--- config.mk ---
export PLATFORM = sky130hd
export DESIGN_NAME = step_ramp_ctrl_flat
export DESIGN_NICKNAME = d
export VERILOG_FILES = /design/src/rtl/step_ramp_ctrl_if.sv /design/src/rtl/step_ramp_ctrl.sv /design/src/flat_wrapper.sv
export SDC_FILE = /design/constraint.sdc
export NUM_CORES = 1
export LEC_CHECK = 0
export BUFFER_PORTS_ARGS = -buffer_cell sky130_fd_sc_hd__buf_2
export CAP_MARGIN = 20
export CORE_UTILIZATION = 40
export CTS_BUF_LIST = sky130_fd_sc_hd__clkbuf_8
export CTS_CLUSTER_SIZE = 24
export DETAILED_ROUTE_END_ITERATION = 12
export PLACE_DENSITY_LB_ADDON = 0.2
export SLEW_MARGIN = 15
export SYNTH_ARGS = -nofsm -noshare
export SYNTH_HDL_FRONTEND = slang
export SYNTH_SLANG_ARGS = --single-unit
export TNS_END_PERCENT = 50
--- constraint.sdc ---
create_clock -name clk -period 20.5 [get_ports clk]
set_clock_uncertainty 0.2 [all_clocks]
set_input_delay 5.125 -clock clk [delete_from_list [all_inputs] [get_ports clk]]
set_output_delay 5.125 -clock clk [all_outputs]
set_load 0.05 [all_outputs]
--- src/rtl/step_ramp_ctrl_if.sv ---
// Bus between the step-rate controller and its host/divider side.
// The host drives the move command and the divider step output; the controller drives the divider.
interface step_ramp_ctrl_if;
    logic        start;
    logic        abort;
    logic        dir;
    logic [31:0] steps;
    logic [31:0] div_start;
    logic [31:0] div_min;
    logic [31:0] div_dec;
    logic        step_in;
    logic [31:0] div_cnt;
    logic        div_xres;
    logic        motor_dir;
    logic        busy;
    logic        done;
    logic [31:0] step_cnt;

    modport master (
        output start, abort, dir, steps, div_start, div_min, div_dec, step_in,
        input  div_cnt, div_xres, motor_dir, busy, done, step_cnt
    );

    modport slave (
        input  start, abort, dir, steps, div_start, div_min, div_dec, step_in,
        output div_cnt, div_xres, motor_dir, busy, done, step_cnt
    );
endinterface

--- src/rtl/step_ramp_ctrl.sv ---
// Trapezoidal step-rate controller: ramps the divider count from div_start down to div_min,
// cruises, then ramps back up so the move lands on the commanded step count; supports abort.
module step_ramp_ctrl (
    input  logic             clk,
    input  logic             xres,
    step_ramp_ctrl_if.slave  bus
);

    typedef enum logic [2:0] {
        S_IDLE,
        S_ACCEL,
        S_CRUISE,
        S_DECEL,
        S_DONE
    } state_e;

    state_e      state_q,     state_d;
    logic [31:0] div_cnt_q,   div_cnt_d;
    logic        div_xres_q,  div_xres_d;
    logic        motor_dir_q, motor_dir_d;
    logic        busy_q,      busy_d;
    logic        done_q,      done_d;
    logic [31:0] step_cnt_q,  step_cnt_d;
    logic [31:0] ramp_q,      ramp_d;
    logic        abort_q,     abort_d;
    logic        step_dly_q,  step_dly_d;
    logic [31:0] steps_q,     steps_d;
    logic [31:0] div_start_q, div_start_d;
    logic [31:0] div_min_q,   div_min_d;
    logic [31:0] div_dec_q,   div_dec_d;

    logic        step_ev;
    logic [31:0] cnt_inc;
    logic [31:0] rem;
    logic [32:0] sum_up;
    logic [31:0] up_val;
    logic [32:0] accel_floor;
    logic        abort_eff;
    logic        decel_evt;

    assign step_ev = bus.step_in && !step_dly_q;

    always_comb begin
        // NOTE: every _d and temporary gets a value first so no path through the case infers a latch.
        state_d     = state_q;
        div_cnt_d   = div_cnt_q;
        motor_dir_d = motor_dir_q;
        step_cnt_d  = step_cnt_q;
        ramp_d      = ramp_q;
        abort_d     = abort_q;
        step_dly_d  = 1'b0;
        steps_d     = steps_q;
        div_start_d = div_start_q;
        div_min_d   = div_min_q;
        div_dec_d   = div_dec_q;

        cnt_inc     = step_cnt_q + 32'd1;
        rem         = steps_q - cnt_inc;
        sum_up      = {1'b0, div_cnt_q} + {1'b0, div_dec_q};
        up_val      = (sum_up >= {1'b0, div_start_q}) ? div_start_q : sum_up[31:0];
        accel_floor = {1'b0, div_min_q} + {1'b0, div_dec_q};
        abort_eff   = abort_q;
        decel_evt   = 1'b0;

        case (state_q)
            S_IDLE: begin
                div_cnt_d = bus.div_start;
                if (bus.start) begin
                    steps_d     = bus.steps;
                    div_start_d = bus.div_start;
                    div_min_d   = bus.div_min;
                    div_dec_d   = bus.div_dec;
                    motor_dir_d = bus.dir;
                    step_cnt_d  = 32'd0;
                    ramp_d      = 32'd0;
                    state_d     = (bus.steps != 32'd0) ? S_ACCEL : S_DONE;
                end
            end

            S_ACCEL, S_CRUISE: begin
                step_dly_d = bus.step_in;
                if (bus.abort) begin
                    abort_d   = 1'b1;
                    abort_eff = 1'b1;
                    state_d   = S_DECEL;
                    decel_evt = step_ev;
                end else if (step_ev) begin
                    step_cnt_d = cnt_inc;
                    if (rem == 32'd0) begin
                        state_d = S_DONE;
                    end else if (rem <= ramp_q) begin
                        state_d   = S_DECEL;
                        div_cnt_d = up_val;
                    end else if (state_q == S_ACCEL) begin
                        ramp_d = ramp_q + 32'd1;
                        // Clamp at div_min instead of subtracting past it (33-bit so no wrap).
                        if ({1'b0, div_cnt_q} < accel_floor) begin
                            div_cnt_d = div_min_q;
                            state_d   = S_CRUISE;
                        end else begin
                            div_cnt_d = div_cnt_q - div_dec_q;
                        end
                    end
                end
            end

            S_DECEL: begin
                step_dly_d = bus.step_in;
                if (bus.abort) begin
                    abort_d   = 1'b1;
                    abort_eff = 1'b1;
                end
                decel_evt = step_ev;
            end

            S_DONE: begin
                state_d = S_IDLE;
                abort_d = 1'b0;
            end

            default: begin
                state_d = S_IDLE;
            end
        endcase

        // Shared deceleration rules, also used by an abort that coincides with a step.
        if (decel_evt) begin
            step_cnt_d = cnt_inc;
            if (rem == 32'd0 || (abort_eff && div_cnt_q == div_start_q)) begin
                state_d = S_DONE;
            end else begin
                div_cnt_d = up_val;
            end
        end

        div_xres_d = (state_d == S_ACCEL) || (state_d == S_CRUISE) || (state_d == S_DECEL);
        busy_d     = (state_d != S_IDLE);
        done_d     = (state_d == S_DONE);
    end

    // NOTE: non-blocking only here; a blocking write would let flops later in the block see this edge's value.
    always_ff @(posedge clk or negedge xres) begin
        if (!xres) begin
            state_q     <= S_IDLE;
            div_cnt_q   <= 32'd0;
            div_xres_q  <= 1'b0;
            motor_dir_q <= 1'b0;
            busy_q      <= 1'b0;
            done_q      <= 1'b0;
            step_cnt_q  <= 32'd0;
            ramp_q      <= 32'd0;
            abort_q     <= 1'b0;
            step_dly_q  <= 1'b0;
            steps_q     <= 32'd0;
            div_start_q <= 32'd0;
            div_min_q   <= 32'd0;
            div_dec_q   <= 32'd0;
        end else begin
            state_q     <= state_d;
            div_cnt_q   <= div_cnt_d;
            div_xres_q  <= div_xres_d;
            motor_dir_q <= motor_dir_d;
            busy_q      <= busy_d;
            done_q      <= done_d;
            step_cnt_q  <= step_cnt_d;
            ramp_q      <= ramp_d;
            abort_q     <= abort_d;
            step_dly_q  <= step_dly_d;
            steps_q     <= steps_d;
            div_start_q <= div_start_d;
            div_min_q   <= div_min_d;
            div_dec_q   <= div_dec_d;
        end
    end

    assign bus.div_cnt   = div_cnt_q;
    assign bus.div_xres  = div_xres_q;
    assign bus.motor_dir = motor_dir_q;
    assign bus.busy      = busy_q;
    assign bus.done      = done_q;
    assign bus.step_cnt  = step_cnt_q;

endmodule
--- src/flat_wrapper.sv ---
// flat-port wrapper written by rule: the top's interface ports become plain ports
module step_ramp_ctrl_flat 
  (clk, xres, bus_start, bus_abort, bus_dir, bus_steps, bus_div_start, bus_div_min, bus_div_dec, bus_step_in, bus_div_cnt, bus_div_xres, bus_motor_dir, bus_busy, bus_done, bus_step_cnt);
  step_ramp_ctrl_if bus_i ();
  input  logic clk;
  input  logic xres;
  input wire logic [$bits(bus_i.start)-1:0] bus_start;
  input wire logic [$bits(bus_i.abort)-1:0] bus_abort;
  input wire logic [$bits(bus_i.dir)-1:0] bus_dir;
  input wire logic [$bits(bus_i.steps)-1:0] bus_steps;
  input wire logic [$bits(bus_i.div_start)-1:0] bus_div_start;
  input wire logic [$bits(bus_i.div_min)-1:0] bus_div_min;
  input wire logic [$bits(bus_i.div_dec)-1:0] bus_div_dec;
  input wire logic [$bits(bus_i.step_in)-1:0] bus_step_in;
  output wire logic [$bits(bus_i.div_cnt)-1:0] bus_div_cnt;
  output wire logic [$bits(bus_i.div_xres)-1:0] bus_div_xres;
  output wire logic [$bits(bus_i.motor_dir)-1:0] bus_motor_dir;
  output wire logic [$bits(bus_i.busy)-1:0] bus_busy;
  output wire logic [$bits(bus_i.done)-1:0] bus_done;
  output wire logic [$bits(bus_i.step_cnt)-1:0] bus_step_cnt;
  assign bus_i.start = bus_start;
  assign bus_i.abort = bus_abort;
  assign bus_i.dir = bus_dir;
  assign bus_i.steps = bus_steps;
  assign bus_i.div_start = bus_div_start;
  assign bus_i.div_min = bus_div_min;
  assign bus_i.div_dec = bus_div_dec;
  assign bus_i.step_in = bus_step_in;
  assign bus_div_cnt = bus_i.div_cnt;
  assign bus_div_xres = bus_i.div_xres;
  assign bus_motor_dir = bus_i.motor_dir;
  assign bus_busy = bus_i.busy;
  assign bus_done = bus_i.done;
  assign bus_step_cnt = bus_i.step_cnt;
  step_ramp_ctrl u_core (.clk(clk), .xres(xres), .bus(bus_i));
endmodule
==> impl_metrics.toml, run 1 <==
[run_status]
outcome = "finished, final reports clean"

[floorplanning]
rows = 84
die_area_um2 = 53900
die_y_um = 232
dieWidth_um = 232
core_area_um2 = 52400
ios = 202
start_util = 0.404

[logic_synthesis]
ys_ff_latch = 233
synth_ff_type = "dfrtp_1"
synthTopCellsByCount = "nand2_1 (411), dfrtp_1 (233), o21ai_0 (218)"
syn_area_per_cell_um2 = 7.88
synth_top_family_by_area = "compound AO/OA/AOI/OAI gates"
synth-simple-area-share = 0.215
synth_warnings = 0
synth_most_common_cell = "nand2_1"
synth_edf_count = 0
synth_top_area_frac = 0.275
syn-num-nets = 3048
synth_fa_ha_area_frac = 0.132
synth-compound-area-share = 0.220
synthMuxAreaShare = 0.0314
ys_async_sr_fraction = 1.00
yosysTopAreaCell = "dfrtp_1"
synth-seq-area-share = 0.275
postSynthCellCount = 2693
synth-xor-area-share = 0.0696
synth_area_um2 = 21200
synth_cell_types = 88
synth.area.top_cells = "dfrtp_1 (27%), ha_1 (13%), nand2_1 (7.3%)"

[place]
dp_cells = 3473
port_buffers = 201
hpwlAfterDp_mm = 53.6
placed_cell_area_um2 = 22800
gp_congestion = 0.986

[hold_path]
hp-class = "register to register"
hold_depth = 2
worstHoldStart = "u_core.steps_q[6]$_DFFE_PN0P_"

[power_and_ir_drop]
switchingPower_mw = 2.52
swShare = 0.531
combPwrFrac = 0.722
p_leak_nw = 11.1
irDropWorstVdd_mv = 0.137
p_per_area_nw_per_um2 = 199
seqPwrFrac = 0.170
intPower_mw = 2.22
p_clk_frac = 0.107
total_power_mw = 4.74

[clock_tree]
cts_buffer_depth = 3
cts_tree = "yes"
cts_setup_buffers = 0
cts_hold_buf = 0
ctsHtreeMaxLevel = 2
clkLatencyLatePin_ns = 0.65
path_clk_slew_ns = 0.06
cts_buffers = 49
cts_resized = 0
numClockSinks = 233
root_buffer = "clkbuf_8"

[critical_path]
r2r_cells = 27
crit_path_frequent_cell = "and3_1"
setup.worst_path.start = "u_core.bus.step_cnt[2]$_DFFE_PN0P_"
critPathSlowestCell = "nor2_1"
critPathMaxFanout = 13
max_stage_delay_ns = 0.58
required_ns = 20.83
start_kind = "register"
reg2reg_from = "u_core.bus.step_cnt[2]$_DFFE_PN0P_"
criticalPathCategory = "register to register"
crit_arrival_ns = 8.85
cp-end-kind = "register"

[timing]
finalSetupViolations = 0
finalCritPeriodShare = 0.416
relSlewSlack = 0.324
rsz0062_at_grt = "no"
fin_crit_ns = 8.52
max_freq_mhz = 117
tns_ns = 0
maxSlewViolCount = 0
worst_pin_slew_ns = 1.01
hold_violations = 0

[route]
ant_nets = 0
routedWlPerCell_um = 19.9
drtIter0Drc = 1783
drc = 0
via_per_inst = 5.78
via_count = 20600
wirelength_mm = 71.0
first_pass_iters = 6

[global_routing]
grt_max_degree = 135
antenna_found_initial = 2
grt_pass1_wl_mm = 111
grt_use_total = 0.261
grt_overflow_total = 0
grt_pass1_vias = 19900

[final_layout]
instances_no_fill = 3563
num-nets-final = 3194
final_cell_area_um2 = 23800
area_growth_pct = 12.1
diodes = 0
drive_above_1_share = 0.119
nFillCells = 5236

[run]
cap_viol_max_count = 0
kinds of logic after synthesis:
kind of cell	count (synthesis)
buf+inv	307
mux	65
simple gates	970
flops	233
xor+xnor	167
fa+ha+maj	222
compound gates	729
cell type report:
type	count	area, µm²	share of cell area
multi-input combinational	2153	14200	0.598
sequential	233	5830	0.245
timing repair buffer	218	1230	0.0517
tap	688	861	0.0362
clock buffer	59	812	0.0341
inverter	184	691	0.0290
clock inverter	28	146	0.00615
layout by cell type, fill, tap and decap left out, drive strengths merged, types with 54 or more instances in the layout:
| cell | instances |
|---|---|
| nand4 | 55 |
| inv | 200 |
| o21ai | 218 |
| nand3 | 63 |
| ha | 217 |
| a21oi | 168 |
| a21o | 61 |
| clkbuf | 59 |
| xnor2 | 112 |
| nor2 | 179 |
| dfrtp | 233 |
| xor2 | 54 |
| nand2 | 413 |
| buf | 217 |
state kept, by name (all words and copies together), names as in the netlist:
signal and cells:
u_core.bus.div_cnt 32, u_core.bus.step_cnt 32, u_core.div_dec_q 32, u_core.div_min_q 32, u_core.div_start_q 32, u_core.ramp_q 32, u_core.steps_q 32, u_core.state_q 3
u_core.abort_q 1, u_core.bus.busy 1, u_core.bus.div_xres 1, u_core.bus.done 1, u_core.bus.motor_dir 1, u_core.step_dly_q 1
per-stage QoR:
stage / hold WS, ns / setup WS, ns / util
2_1_floorplan: 0.250 / 13.05 / -
6_report: 0.280 / 11.98 / 0.454
3_3_place_gp: 0.268 / 12.16 / 0.433
3_5_place_dp: 0.274 / 12.15 / 0.434
4_1_cts: 0.288 / 12.12 / 0.452
5_1_grt: 0.304 / 11.46 / 0.454
power by group through the flow:
stage	registers [mW]	logic (mW)	clock network, mW
after floorplan	0.890	2.37	0
after global placement	0.805	3.29	0
after detailed placement	0.810	3.36	0
after CTS	0.804	3.39	0.523
after global routing	0.827	3.78	0.541
final	0.806	3.42	0.509
final timing paths:
| kind | to | slack (ns) |
|---|---|---|
| worst max-delay path | u_core.ramp_q[4]$_DFFE_PN0P_ | 11.98 |
| worst min-delay path | u_core.steps_q[6]$_DFFE_PN0P_ | 0.28 |
| worst max register to register | u_core.ramp_q[4]$_DFFE_PN0P_ | 11.98 |
| worst min register to register | u_core.steps_q[6]$_DFFE_PN0P_ | 0.28 |
| max in group asynchronous | u_core.div_min_q[4]$_DFFE_PN0P_ | 14.48 |
| min in group asynchronous | u_core.bus.step_cnt[29]$_DFFE_PN0P_ | 4.32 |
critical path, delay by kind of cell (launching register included):
family                   cells  cell delay [ns]
XOR/XNOR                     1             0.24
AND/OR/NAND/NOR             15             4.17
flip-flops                   1             0.46
multiplexers                 1             0.37
AO/OA/AOI/OAI                6             1.72
buffers and inverters        1             0.23
adder cells (fa/ha/maj)      3             1.04
layer usage:
metal  GRT usage  wire, µm
met1       0.368     33600
met2       0.411     31900
met3      0.0413      4090
met4      0.0670      1490
met5           0        27
Note: power is estimated with default switching activity, not from simulation.
==> inputs of run 2 (changes only) <==
==> constraint.sdc (replaced) <==
create_clock -name clk -period 8.05 [get_ports clk]
set_clock_uncertainty 0.2 [all_clocks]
set_input_delay 2.0125 -clock clk [delete_from_list [all_inputs] [get_ports clk]]
set_output_delay 2.0125 -clock clk [all_outputs]
set_load 0.05 [all_outputs]
==> run 2 against run 1 <==
Compared with the run above: clock power up 150%; first-iteration DRC count down 9.4%; die area unchanged; via count about the same; utilization up 0.21 points; critical endpoint is now u_core.bus.div_cnt[12]$_DFF_PN0_; largest cell class unchanged.
==> impl_metrics.toml, run 2 (synthesis gave the netlist of run 1 again) <==
[timing]
tns_ns = 0
max_freq_mhz = 134
setup_ws_ns = 0.566
timing.hold.ws_ns = 0.282
worst_pin_slew_ns = 1.06
relSlewSlack = 0.289
maxSlewViolCount = 0
hold_violations = 0
finalCritPeriodShare = 0.930
finalSetupViolations = 0
fin_crit_ns = 7.48
rsz0062_at_grt = "no"

[final_layout]
drive_above_1_share = 0.127
nFillCells = 5244
fin_util = 0.456
final_cell_area_um2 = 23900
num-nets-final = 3211
instances_no_fill = 3578
final_cell_mix = "nand2_1 (409), dfrtp_1 (233), o21ai_0 (218)"
layout.cells.most_common = "nand2_1"
area_growth_pct = 12.7

[critical_path]
cp-end-kind = "register"
max_stage_delay_ns = 0.47
critPathSlowestCell = "dfrtp_1"
criticalPathCategory = "register to register"
start_kind = "register"
crit_path_frequent_cell = "and3_1"
critPathMaxFanout = 16
required_ns = 8.40
crit_arrival_ns = 7.83

[floorplanning]
ios = 202
dieWidth_um = 232
core_area_um2 = 52400
die_area_um2 = 53900
start_util = 0.404
die_y_um = 232
rows = 84

[route]
drtIter0Drc = 1615
via_per_inst = 5.76
drc = 0
via_count = 20600
ant_nets = 0
first_pass_iters = 6
wirelength_mm = 72.1
routedWlPerCell_um = 20.2

[place]
placed_cell_area_um2 = 22900
dp_slack_ns = 0.332
hpwlAfterDp_mm = 54.2
port_buffers = 201
gp_congestion = 1.02
dp_cells = 3489

[clock_tree]
cts_hold_buf = 0
ctsHtreeMaxLevel = 2
clkLatencyLatePin_ns = 0.64
cts_buffer_depth = 3
path_clk_slew_ns = 0.06
root_buffer = "clkbuf_8"
cts_tree = "yes"
cts_buffers = 48
numClockSinks = 233

[power_and_ir_drop]
total_power_mw = 12.1
switchingPower_mw = 6.43
p_leak_nw = 11.1
irDropWorstVdd_mv = 0.258
p_clk_frac = 0.105
p_per_area_nw_per_um2 = 508
swShare = 0.529
combPwrFrac = 0.727
seqPwrFrac = 0.169
intPower_mw = 5.71

[global_routing]
grt_max_degree = 134
grt_pass1_vias = 19600
grt_overflow_total = 0
grt_pass1_wl_mm = 112
grt_use_total = 0.264
antenna_found_initial = 1

[run_status]
outcome = "finished, final reports clean"

[hold_path]
hp-class = "register to register"

[run]
cap_viol_max_count = 0
## run 2: critical path, delay by kind of cell (launching register included)
| kind | cells | cell delay, ns |
|---|---|---|
| simple gates | 15 | 3.43 |
| buf+inv | 2 | 0.51 |
| compound gates | 6 | 1.53 |
| fa+ha+maj | 3 | 1.06 |
| flops | 1 | 0.47 |
| xor+xnor | 1 | 0.18 |
## run 2: path summary, 6_finish.rpt
check | start | to | slack [ns] | cells after the start
min in group asynchronous | xres | u_core.steps_q[31]$_DFFE_PN0P_ | 1.22 | 1
max in group asynchronous | xres | u_core.div_min_q[19]$_DFFE_PN0P_ | 5.21 | 2
worst min register to register | u_core.steps_q[30]$_DFFE_PN0P_ | u_core.steps_q[30]$_DFFE_PN0P_ | 0.28 | 2
worst max-delay path | u_core.bus.step_cnt[2]$_DFFE_PN0P_ | u_core.bus.div_cnt[12]$_DFF_PN0_ | 0.57 | 27
worst min-delay path | u_core.steps_q[30]$_DFFE_PN0P_ | u_core.steps_q[30]$_DFFE_PN0P_ | 0.28 | 2
worst max register to register | u_core.bus.step_cnt[2]$_DFFE_PN0P_ | u_core.bus.div_cnt[12]$_DFF_PN0_ | 0.57 | 27
## run 2: final cells by class
cell class / count / area, µm² / share of cell area
multi-input combinational: 2153 / 14200 / 0.595
tap: 688 / 861 / 0.0360
clock inverter: 22 / 98.8 / 0.00414
inverter: 184 / 691 / 0.0289
timing repair buffer: 236 / 1350 / 0.0564
antenna: 1 / 2.50 / 0.000105
sequential: 233 / 5830 / 0.244
clock buffer: 61 / 840 / 0.0351
## run 2: repair_timing
action,4_1_cts,5_1_grt
resized for setup,0,6
setup buffers,0,3
endpoints found under the setup margin,0,65
## run 2: power groups by stage
stage | logic (mW) | clock network [mW] | registers [mW]
after global routing | 9.73 | 1.35 | 2.10
after floorplan | 6.04 | 0 | 2.27
after global placement | 8.56 | 0 | 2.04
after detailed placement | 8.66 | 0 | 2.05
after CTS | 8.72 | 1.31 | 2.04
final | 8.83 | 1.27 | 2.05
## run 2: metal layers
layer	wire, µm	global-route usage	vias to the layer above
met3	4230	0.0411	94
met5	13	0	-
met2	31900	0.411	637
met4	1480	0.0641	2
li1	-	-	9936
met1	34500	0.377	9935
==> inputs of run 3 (changes only) <==
==> constraint.sdc (replaced) <==
create_clock -name clk -period 9.1 [get_ports clk]
set_clock_uncertainty 0.2 [all_clocks]
set_input_delay 2.275 -clock clk [delete_from_list [all_inputs] [get_ports clk]]
set_output_delay 2.275 -clock clk [all_outputs]
set_load 0.05 [all_outputs]
==> run 3 against run 2 <==
Compared with the run above: worst setup slack better by 0.12 ns; sequential power is 11% lower; total power is 12% lower; non-clock buffer count is 19 lower; sequential cell count stayed put; largest power group unchanged.
==> impl_metrics.toml, run 3 (synthesis gave the netlist of run 1 again) <==
[run_status]
outcome = "finished, final reports clean"

[clock_tree]
cts_hold_buf = 0
cts_setup_buffers = 0
cts_tree = "yes"
cts_buffers = 48
path_clk_slew_ns = 0.06
ctsHtreeMaxLevel = 2
clkLatencyLatePin_ns = 0.65
cts_buffer_depth = 3
cts_resized = 0
numClockSinks = 233
root_buffer = "clkbuf_8"

[critical_path]
reg2reg_from = "u_core.bus.step_cnt[2]$_DFFE_PN0P_"
r2r_cells = 28
criticalPathCategory = "register to register"
cp-end-kind = "register"
rrSetupSlack_ns = 0.68
start_kind = "register"
setup.worst_path.start = "u_core.bus.step_cnt[2]$_DFFE_PN0P_"
crit_arrival_ns = 8.73
critPathSlowestCell = "a2111oi_0"
crit_path_frequent_cell = "o21ai_0"
reg2reg_to = "u_core.ramp_q[22]$_DFFE_PN0P_"
critPathMaxFanout = 13
max_stage_delay_ns = 0.87
required_ns = 9.41

[global_routing]
grt_pass1_vias = 19700
grt_max_degree = 166
antenna_found_initial = 3
grt_use_total = 0.264
grt_pass1_wl_mm = 112
grt_overflow_total = 0

[final_layout]
nFillCells = 5266
drive_above_1_share = 0.121
final_cell_area_um2 = 23700
area_growth_pct = 11.9
layout.cells.most_common = "nand2_1"
final_cell_mix = "nand2_1 (409), dfrtp_1 (233), o21ai_0 (218)"
num-nets-final = 3192
instances_no_fill = 3564

[timing]
finalCritPeriodShare = 0.925
rsz0062_at_grt = "no"
fin_crit_ns = 8.42
tns_ns = 0
setup_ws_ns = 0.681
worst_pin_slew_ns = 1.13
hold_violations = 0
maxSlewViolCount = 0
relSlewSlack = 0.248
finalSetupViolations = 0
max_freq_mhz = 119

[power_and_ir_drop]
swShare = 0.533
seqPwrFrac = 0.172
total_power_mw = 10.6
p_leak_nw = 11.0
irDropWorstVdd_mv = 0.186
p_clk_frac = 0.107
switchingPower_mw = 5.67
p_per_area_nw_per_um2 = 449
combPwrFrac = 0.721
intPower_mw = 4.98

[route]
via_count = 20600
wirelength_mm = 71.6
first_pass_iters = 6
via_per_inst = 5.77
ant_nets = 0
drtIter0Drc = 1625
drc = 0
routedWlPerCell_um = 20.1

[run]
cap_viol_max_count = 0

[floorplanning]
core_area_um2 = 52400
start_util = 0.404
rows = 84
die_area_um2 = 53900
die_y_um = 232
dieWidth_um = 232
ios = 202

[hold_path]
hold_depth = 2
worstHoldStart = "u_core.steps_q[3]$_DFFE_PN0P_"
hold_end = "u_core.steps_q[3]$_DFFE_PN0P_"
hp-class = "register to register"

[place]
gp_congestion = 0.958
hpwlAfterDp_mm = 53.7
port_buffers = 201
dp_slack_ns = 0.681
dp_cells = 3474
placed_cell_area_um2 = 22700
[run 3: how the worst max path moves through the flow]
stage                                         end  depth (start not counted)
floorplan           u_core.ramp_q[20]$_DFFE_PN0P_                         30
global placement    u_core.ramp_q[31]$_DFFE_PN0P_                         27
detailed placement  u_core.ramp_q[31]$_DFFE_PN0P_                         27
CTS                 u_core.ramp_q[31]$_DFFE_PN0P_                         27
global route         u_core.ramp_q[4]$_DFFE_PN0P_                         28
finish              u_core.ramp_q[22]$_DFFE_PN0P_                         28
[run 3: critical path: cells and delay by family, from the launching register on]
family / cells / cell delay, ns
buffers and inverters: 2 / 0.44
XOR/XNOR: 2 / 0.36
AND/OR/NAND/NOR: 9 / 2.71
multiplexers: 1 / 0.37
flip-flops: 1 / 0.46
AO/OA/AOI/OAI: 12 / 3.05
adder cells (fa/ha/maj): 2 / 0.72
[run 3: power groups by stage]
stage	logic, mW	registers, mW	clock network (mW)
2_1_floorplan	5.34	2.00	0
3_3_place_gp	7.43	1.82	0
3_5_place_dp	7.55	1.83	0
4_1_cts	7.60	1.82	1.17
5_1_grt	8.51	1.88	1.22
6_report	7.68	1.83	1.14
[run 3: metrics by stage]
step | hold slack, ns | util
2_1_floorplan | 0.250 | -
3_3_place_gp | 0.269 | 0.434
3_5_place_dp | 0.273 | 0.434
4_1_cts | 0.282 | 0.452
5_1_grt | 0.308 | 0.452
6_report | 0.281 | 0.452
[run 3: layer usage]
layer / vias to the layer above / global-route usage / wire, µm
li1: 9898 / - / -
met1: 9890 / 0.377 / 33800
met2: 642 / 0.405 / 31400
met3: 121 / 0.0387 / 4370
met4: 2 / 0.0892 / 1970
met5: - / 0 / 12
[run 3: cell type report]
class / count / area, µm² / area share
antenna: 1 / 2.50 / 0.000105
tap: 688 / 861 / 0.0363
timing repair buffer: 217 / 1160 / 0.0488
multi-input combinational: 2153 / 14200 / 0.599
sequential: 233 / 5830 / 0.246
clock buffer: 61 / 840 / 0.0354
clock inverter: 27 / 129 / 0.00543
inverter: 184 / 691 / 0.0291
